[config.mk]
export PLATFORM = sky130hd
export DESIGN_NAME = pe_acc_tree
export DESIGN_NICKNAME = d
export VERILOG_FILES = /design/src/rtl/pe_acc_tree.sv
export SDC_FILE = /design/constraint.sdc
export NUM_CORES = 2
export LEC_CHECK = 0
export CAP_MARGIN = 20
export CORE_AREA = 2 2 422 424
export CTS_CLUSTER_DIAMETER = 80
export DETAILED_ROUTE_END_ITERATION = 16
export DIE_AREA = 0 0 424 426
export PLACE_DENSITY = 0.68
export SETUP_SLACK_MARGIN = 0.1
export SYNTH_ARGS = -nofsm -noshare
export SYNTH_HDL_FRONTEND = slang
export SYNTH_SLANG_ARGS = --single-unit
[constraint.sdc]
create_clock -name clk -period 4.84 [get_ports clk]
set_input_delay 1.21 -clock clk [delete_from_list [all_inputs] [get_ports clk]]
set_output_delay 1.21 -clock clk [all_outputs]
set_load 0.02 [all_outputs]
[src/rtl/pe_acc_tree.sv]
// -----------------------------------------------------------------------------
// pe_acc_tree
//
// Reduction-and-accumulate stage behind the int16 multiplier array. Each valid
// beat carries 32 signed 32-bit lane products. They are summed through a
// three-level registered adder tree (32 -> 16 -> 4 -> 1) and then accumulated
// into an ACC_W-bit accumulator. The beat flagged "last" closes the dot product,
// and one result is emitted together with its beat count. The block has no
// backpressure.
//
// Ports
//   clk          : single clock, rising edge
//   rst_n        : asynchronous active-low reset
//   mult_valid   : beat on mult_result is valid
//   mult_last    : final beat of the dot product (qualified by mult_valid)
//   mult_result  : 32 lanes, lane i = [32i+31:32i], signed
//   acc_clr      : synchronous soft clear (flushes in-flight beats and acc)
//   out_valid    : one-cycle result strobe
//   out_result   : signed dot-product result, held between strobes
//   out_beats    : beats in the result, saturating at 65535
// -----------------------------------------------------------------------------
module pe_acc_tree #(
  parameter int ACC_W = 48
) (
  input  logic               clk,
  input  logic               rst_n,
  input  logic               mult_valid,
  input  logic               mult_last,
  input  logic [1023:0]      mult_result,
  input  logic               acc_clr,
  output logic               out_valid,
  output logic [ACC_W-1:0]   out_result,
  output logic [15:0]        out_beats
);

  if (ACC_W < 40 || ACC_W > 64) begin : g_bad_width
    $error("pe_acc_tree: ACC_W must be in 40..64");
  end

  localparam logic [15:0] CNT_MAX = 16'hFFFF;

  // ---------------------------------------------------------------------------
  // Lane unpacking
  // ---------------------------------------------------------------------------
  logic signed [31:0] w_lane [32];

  // NOTE: every signal written in always_comb is assigned on every path;
  // a path that skipped an assignment would infer a latch.
  always_comb begin
    for (int i = 0; i < 32; i++) begin
      w_lane[i] = mult_result[32*i +: 32];
    end
  end

  // ---------------------------------------------------------------------------
  // Adder tree data registers. Widths grow one bit per doubling of addends,
  // so the 37-bit S3 sum is exact for any input.
  // ---------------------------------------------------------------------------
  logic signed [32:0] r_s1 [16];
  logic signed [34:0] r_s2 [4];
  logic signed [36:0] r_s3;

  // NOTE: the tree data registers have no reset. Their contents are only
  // consumed when the matching valid bit is set, and the valid bits are reset.
  // Leaving the wide datapath unreset keeps the reset net small.
  always_ff @(posedge clk) begin
    for (int k = 0; k < 16; k++) begin
      r_s1[k] <= 33'(w_lane[2*k]) + 33'(w_lane[2*k+1]);
    end
    for (int j = 0; j < 4; j++) begin
      r_s2[j] <= 35'(r_s1[4*j])   + 35'(r_s1[4*j+1])
               + 35'(r_s1[4*j+2]) + 35'(r_s1[4*j+3]);
    end
    r_s3 <= 37'(r_s2[0]) + 37'(r_s2[1]) + 37'(r_s2[2]) + 37'(r_s2[3]);
  end

  // ---------------------------------------------------------------------------
  // Valid / last pipeline.
  // A beat arriving with acc_clr still enters S1 and starts the new dot
  // product. Only the beats already in S1/S2 are flushed.
  // ---------------------------------------------------------------------------
  logic r_v1, r_l1, r_v2, r_l2, r_v3, r_l3;

  // NOTE: sequential state uses non-blocking assignments so every register
  // samples the values from before the edge, independent of statement order.
  always_ff @(posedge clk or negedge rst_n) begin
    if (!rst_n) begin
      r_v1 <= 1'b0;
      r_l1 <= 1'b0;
      r_v2 <= 1'b0;
      r_l2 <= 1'b0;
      r_v3 <= 1'b0;
      r_l3 <= 1'b0;
    end else begin
      r_v1 <= mult_valid;
      r_l1 <= mult_valid & mult_last;
      r_v2 <= r_v1 & ~acc_clr;
      r_l2 <= r_l1 & ~acc_clr;
      r_v3 <= r_v2 & ~acc_clr;
      r_l3 <= r_l2 & ~acc_clr;
    end
  end

  // ---------------------------------------------------------------------------
  // Accumulate stage
  // ---------------------------------------------------------------------------
  logic [ACC_W-1:0] r_acc;
  logic [15:0]      r_cnt;
  logic [ACC_W-1:0] w_acc_next;
  logic [15:0]      w_cnt_next;

  // The accumulator wraps modulo 2^ACC_W. The counter saturates.
  assign w_acc_next = r_acc + {{(ACC_W-37){r_s3[36]}}, r_s3};
  assign w_cnt_next = (r_cnt == CNT_MAX) ? CNT_MAX : r_cnt + 16'd1;

  always_ff @(posedge clk or negedge rst_n) begin
    if (!rst_n) begin
      r_acc      <= '0;
      r_cnt      <= '0;
      out_valid  <= 1'b0;
      out_result <= '0;
      out_beats  <= '0;
    end else if (acc_clr) begin
      // out_result / out_beats keep the last delivered result.
      r_acc     <= '0;
      r_cnt     <= '0;
      out_valid <= 1'b0;
    end else if (r_v3) begin
      if (r_l3) begin
        out_result <= w_acc_next;
        out_beats  <= w_cnt_next;
        out_valid  <= 1'b1;
        r_acc      <= '0;
        r_cnt      <= '0;
      end else begin
        r_acc     <= w_acc_next;
        r_cnt     <= w_cnt_next;
        out_valid <= 1'b0;
      end
    end else begin
      out_valid <= 1'b0;
    end
  end

endmodule

# Yosys cells after proc, flatten, opt, wreduce, memory -nomap -nowiden
# Memories as Yosys holds them, arrays and structs flattened.
# Cells that the tools add are included.
[totals]
out_inout_bits = 65
regBits = 172
mem_count = 2
in_bits = 1029
word_cells = 66
ramBits = 668
[op_classes]
n_eq_ne = 1
muxes = 10
bitwise_logic = 6
n_reduce_logical = 2
add_sub_neg = 33
[mem_list]
columns = ["name", "depth", "word_bits", "read_ports", "rd_clocked_by_memory_dff", "wr", "line_no", "text"]
rows = [
  ["r_s1", 16, 33, 16, 0, 16, "59", "logic signed [32:0] r_s1 [16];"],
  ["r_s2", 4, 35, 4, 0, 4, "60", "logic signed [34:0] r_s2 [4];"],
]
[ops]
columns = ["op", "n"]
rows = [
  ["adder 32 x 32 -> 33 bit", 16],
  ["2-to-1 mux 48 bit", 3],
  ["adder 34 x 33 -> 35 bit", 4],
  ["adder 35 x 33 -> 35 bit", 4],
  ["adder 33 x 33 -> 34 bit", 4],
  ["2-to-1 mux 16 bit", 4],
  ["adder 48 bit", 1],
  ["adder 36 x 35 -> 37 bit", 1],
  ["adder 37 x 35 -> 37 bit", 1],
  ["adder 35 x 35 -> 36 bit", 1],
  ["adder 16 x 1 -> 16 bit, second input constant", 1],
  ["equality test 16 bit, second input constant", 1],
  ["AND 1 bit", 5],
  ["2-to-1 mux 1 bit", 3],
  ["AND reduction 3 bit", 1],
  ["nonzero test 2 bit", 1],
  ["NOT 1 bit", 1],
]

# Logic depth before layout (Yosys ltp)
[logic_depth]
depth_word = 5
mapped_depth = 18
depth_no_buf = 18

# Worst setup path before layout
# OpenSTA, ideal clock, no wires.
[synth_timing]
path_type = "reg-to-reg"
startpoint = "memory r_s1[8][2] (netlist: r_s1[1][2])"
endpoint = "memory r_s2[2][28]"
synth_period_minus_slack_ns = 3.916
setup_ns = 0.127
required_time_ns = 4.713
path_stages_with_launch = 17
path_buffers = 0
t_arrival_ns = 3.789
setup_slack_ns = 0.924
cell_sequence = "dfxtp_1 > inv_1 > fa_1 > fa_1 > inv_1 > ha_1 > a21o_1 > a21oi_1 > o21bai_1 > o2111a_1 > nor4_1 > o31ai_1 > a31oi_1 > o21ai_1 > a31oi_1 > o21ai_0 > xor2_1"
[synth_rtl]
columns = ["item", "line_no"]
rows = [
  ["start: declaration", "59"],
  ["end: declaration", "60"],
]

==> impl_metrics.toml <==
[sta]
finalClockSkew_ns = 0.03134
tightest_slew_ns = 0.9651
fin_crit_sh_pct = 92.84
finalSetupViolations = 0
timing.final.ws_setup_ns = 0.3463
slew_headroom_pct = 35.66
period_minus_slack_ns = 4.494
drv_slew = 0
rsz0062_at_grt = "no"
clock.fmax_mhz = 222.5
hold_viol_final = 0

[setup_path]
r2r_slack_ns = 0.35
startpoint = "r_s1[0][135]"
cp_slowest_cell = "fa_1"
r2r-start = "r_s1[0][135]"
worstReg2RegEnd = "r_s2[1][31]"
crit_end = "r_s2[1][31]"
crit_cells = 16
worstPathRequired_ns = 5.44
critPathKind = "register to register"
critPathBufInv = 2
crit_chain = "inv_1 > fa_1 > fa_1 > inv_1 > ha_1 > nor2b_1 > o21a_1 > o21ai_0 > a211oi_1 > a211o_1 > a211o_1 > o21a_1 > nor3_1 > nor2_1 > a221oi_1 > xnor2_1"
arrival_ns = 5.09
rr_worst_depth = 16
start_kind = "register"
cp_max_fo = 5
cp_top_family = "compound AO/OA/AOI/OAI gates"
slowest_delay_ns = 0.53
end_kind = "register"

[yosys]
ys_async_sr_fraction_pct = 16.07
syn_inst = 7184
yosysSeqAreaShare_pct = 27.53
synth_top_area_share_pct = 22.21
synth_edf_count = 0
synth.distinct_cells = 82
synth-seq-cells = 840
synthTopCellsByArea = "dfxtp_1 22%, ha_1 14%, fa_1 11%, inv_1 6.8%, xnor2_1 6.1%"
ys_warn_count = 0
syn_area_per_cell_sq_um = 8.845
syn_area_sq_um = 63550
ys.flop_type = "dfxtp_1"
yosysMostFrequentCell = "inv_1"
syn_nets = 9301
synth_area_leader_cell = "dfxtp_1"
ys_top_cells_by_count = "1,148 x inv_1, 732 x ha_1, 705 x dfxtp_1"

[floorplan]
io_pins = 1094
start_util_pct = 36.16
die_x_um = 424
die_area_sq_um = 180600
dieHeight_um = 426
coreArea_sq_um = 175700
row_count = 154

[pwr]
peakVddDrop_v = 0.0009439
p_leak_nw = 38.99
p_total_mw = 58.49
power.density_nw_per_um2 = 714.4

[grt]
grtUsageTotal_pct = 25.95
grt-ovfl-total = 0
antenna_found_initial = 51
grt_pass1_wl_um = 350100
grt_max_degree = 88
grt_pass1_vias = 55290

[clock_tree]
cts_made_buffers = 99
htree_num_levels = 3
clkLatencyLatePin_ns = 0.71
cts_buffer_depth = 3
postCtsSetupBuffers = 0
cts_tree = "built"
path_clk_slew_ns = 0.06
hold_buffers = 0
root_buffer = "clkbuf_16"
clock-sinks = 840

[job]
maxCapViolCount = 0

[detailed_routing]
vias = 55620
drtIter0Drc = 3519
ant_nets = 0
viasPerCell = 5.105
remaining_drc_errors = 0
drt_first_pass_iters = 5
wl_per_cell_um = 22.13
wirelength_um = 241100

[worst_hold_path]
min_path_type = "register to register"

[layout]
utilization_pct = 46.59
drive_gt1_share_pct = 4.351
syn_to_final_growth_pct = 28.84
fin_nets = 10560

[placement]
post-place-ws_ns = -0.1888
detailed_place_hpwl_um = 211900
gpl.final_weighted_congestion = 1.005
port_buffers = 1093

[status]
status = "completed"
## metal layers
metal  GRT usage [%]  part of all wire, %  vias to the layer above
met4           9.478                  3.9                       12
met5               0                0.033                        -
met1           33.56                   44                    26690
met3           3.394                  4.4                      361
met2           44.09                   48                     1542
li1                -                    -                    27010
## area by class of cell
cell class	instances	area [sq um]
inverters	1149	4313
well taps	2340	2928
repair buffers	1214	11870
clock inverters	60	793.3
fillers	16940	93860
diodes	28	70.07
flip-flops and latches	840	17490
clock buffers	125	2831
multi-input cells	5138	41570
## report_power, final
part	total (mW)	switching, mW	internal (mW)
logic	39.8	22.8	17.0
clock network	8.21	3.23	4.98
registers	10.5	0.956	9.50
## state kept, by name, summed over array words and instances, names as in the netlist
| signal | count |
|---|---|
| r_s1 | 528 |
| r_s2 | 140 |
| out_result | 48 |
| r_acc | 48 |
| r_s3 | 37 |
| out_beats | 16 |
| r_cnt | 16 |
| out_valid | 1 |
| r_l1 | 1 |
| r_l2 | 1 |
| r_l3 | 1 |
| r_v1 | 1 |
| r_v2 | 1 |
| r_v3 | 1 |
## stage by stage
step,hold slack (ns),cells,setup TNS [ns],cell area (sq um)
finish,0.4647,10890,0,81870
global route,0.4929,10890,0,81850
CTS,0.4694,10870,0,81770
detailed placement,0.4411,10680,-0.9829,78140
global placement,0.4499,10680,-1.212,78140
floorplan,0.4324,7184,0,63550
## logic make-up after synthesis
family / after synthesis / synth area share [%]
AND/OR/NAND/NOR: 1469 / 11.36
adder cells (fa/ha/maj): 1088 / 25.63
XOR/XNOR: 615 / 8.476
buffers and inverters: 1206 / 7.124
AO/OA/AOI/OAI: 1949 / 19.62
flip-flops: 840 / 27.53
multiplexers: 17 / 0.2678
## worst min path at each step
| stage | startpoint | endpoint | slack (ns) | cells after the start |
|---|---|---|---|---|
| 4_1_cts | r_s1[0][99] | r_s2[0][0] | 0.47 | 1 |
| 3_3_place_gp | r_s1[0][99] | r_s2[0][0] | 0.45 | 1 |
| 3_5_place_dp | r_s1[0][99] | r_s2[0][0] | 0.44 | 1 |
| 6_report | r_s1[0][99] | r_s2[0][0] | 0.46 | 1 |
| 2_1_floorplan | r_s1[0][99] | r_s2[0][0] | 0.43 | 1 |
| 5_1_grt | r_l1 | r_l2 | 0.49 | 1 |
## placed cells by master (no fill, tap or decap), drive strengths merged, types with 28 or more instances in the layout
master and count:
inv 1162, clkdlybuf4s50 1092, ha 732, dfxtp 705, a21oi 579, xnor2 440, o21ai 422, nor2 375
fa 356, nand2 333, a21o 307, xor2 175, nor3 138, dfrtp 135, clkbuf 125, nand2b 122
buf 122, nand3 114, o21a 108, o21bai 103, nor2b 97, a31oi 64, and3 60, a211oi 59
nand4 51, and2 45, or3 40, o211ai 35, a221oi 32, a21boi 29, diode 28, or2 28
## what timing repair did
action / 4_1_cts / 5_1_grt
gates resized for setup: 1 / 9
pin swaps: 0 / 1
setup endpoints to repair: 1 / 13
No activity file was read; power rests on OpenSTA's default activity.
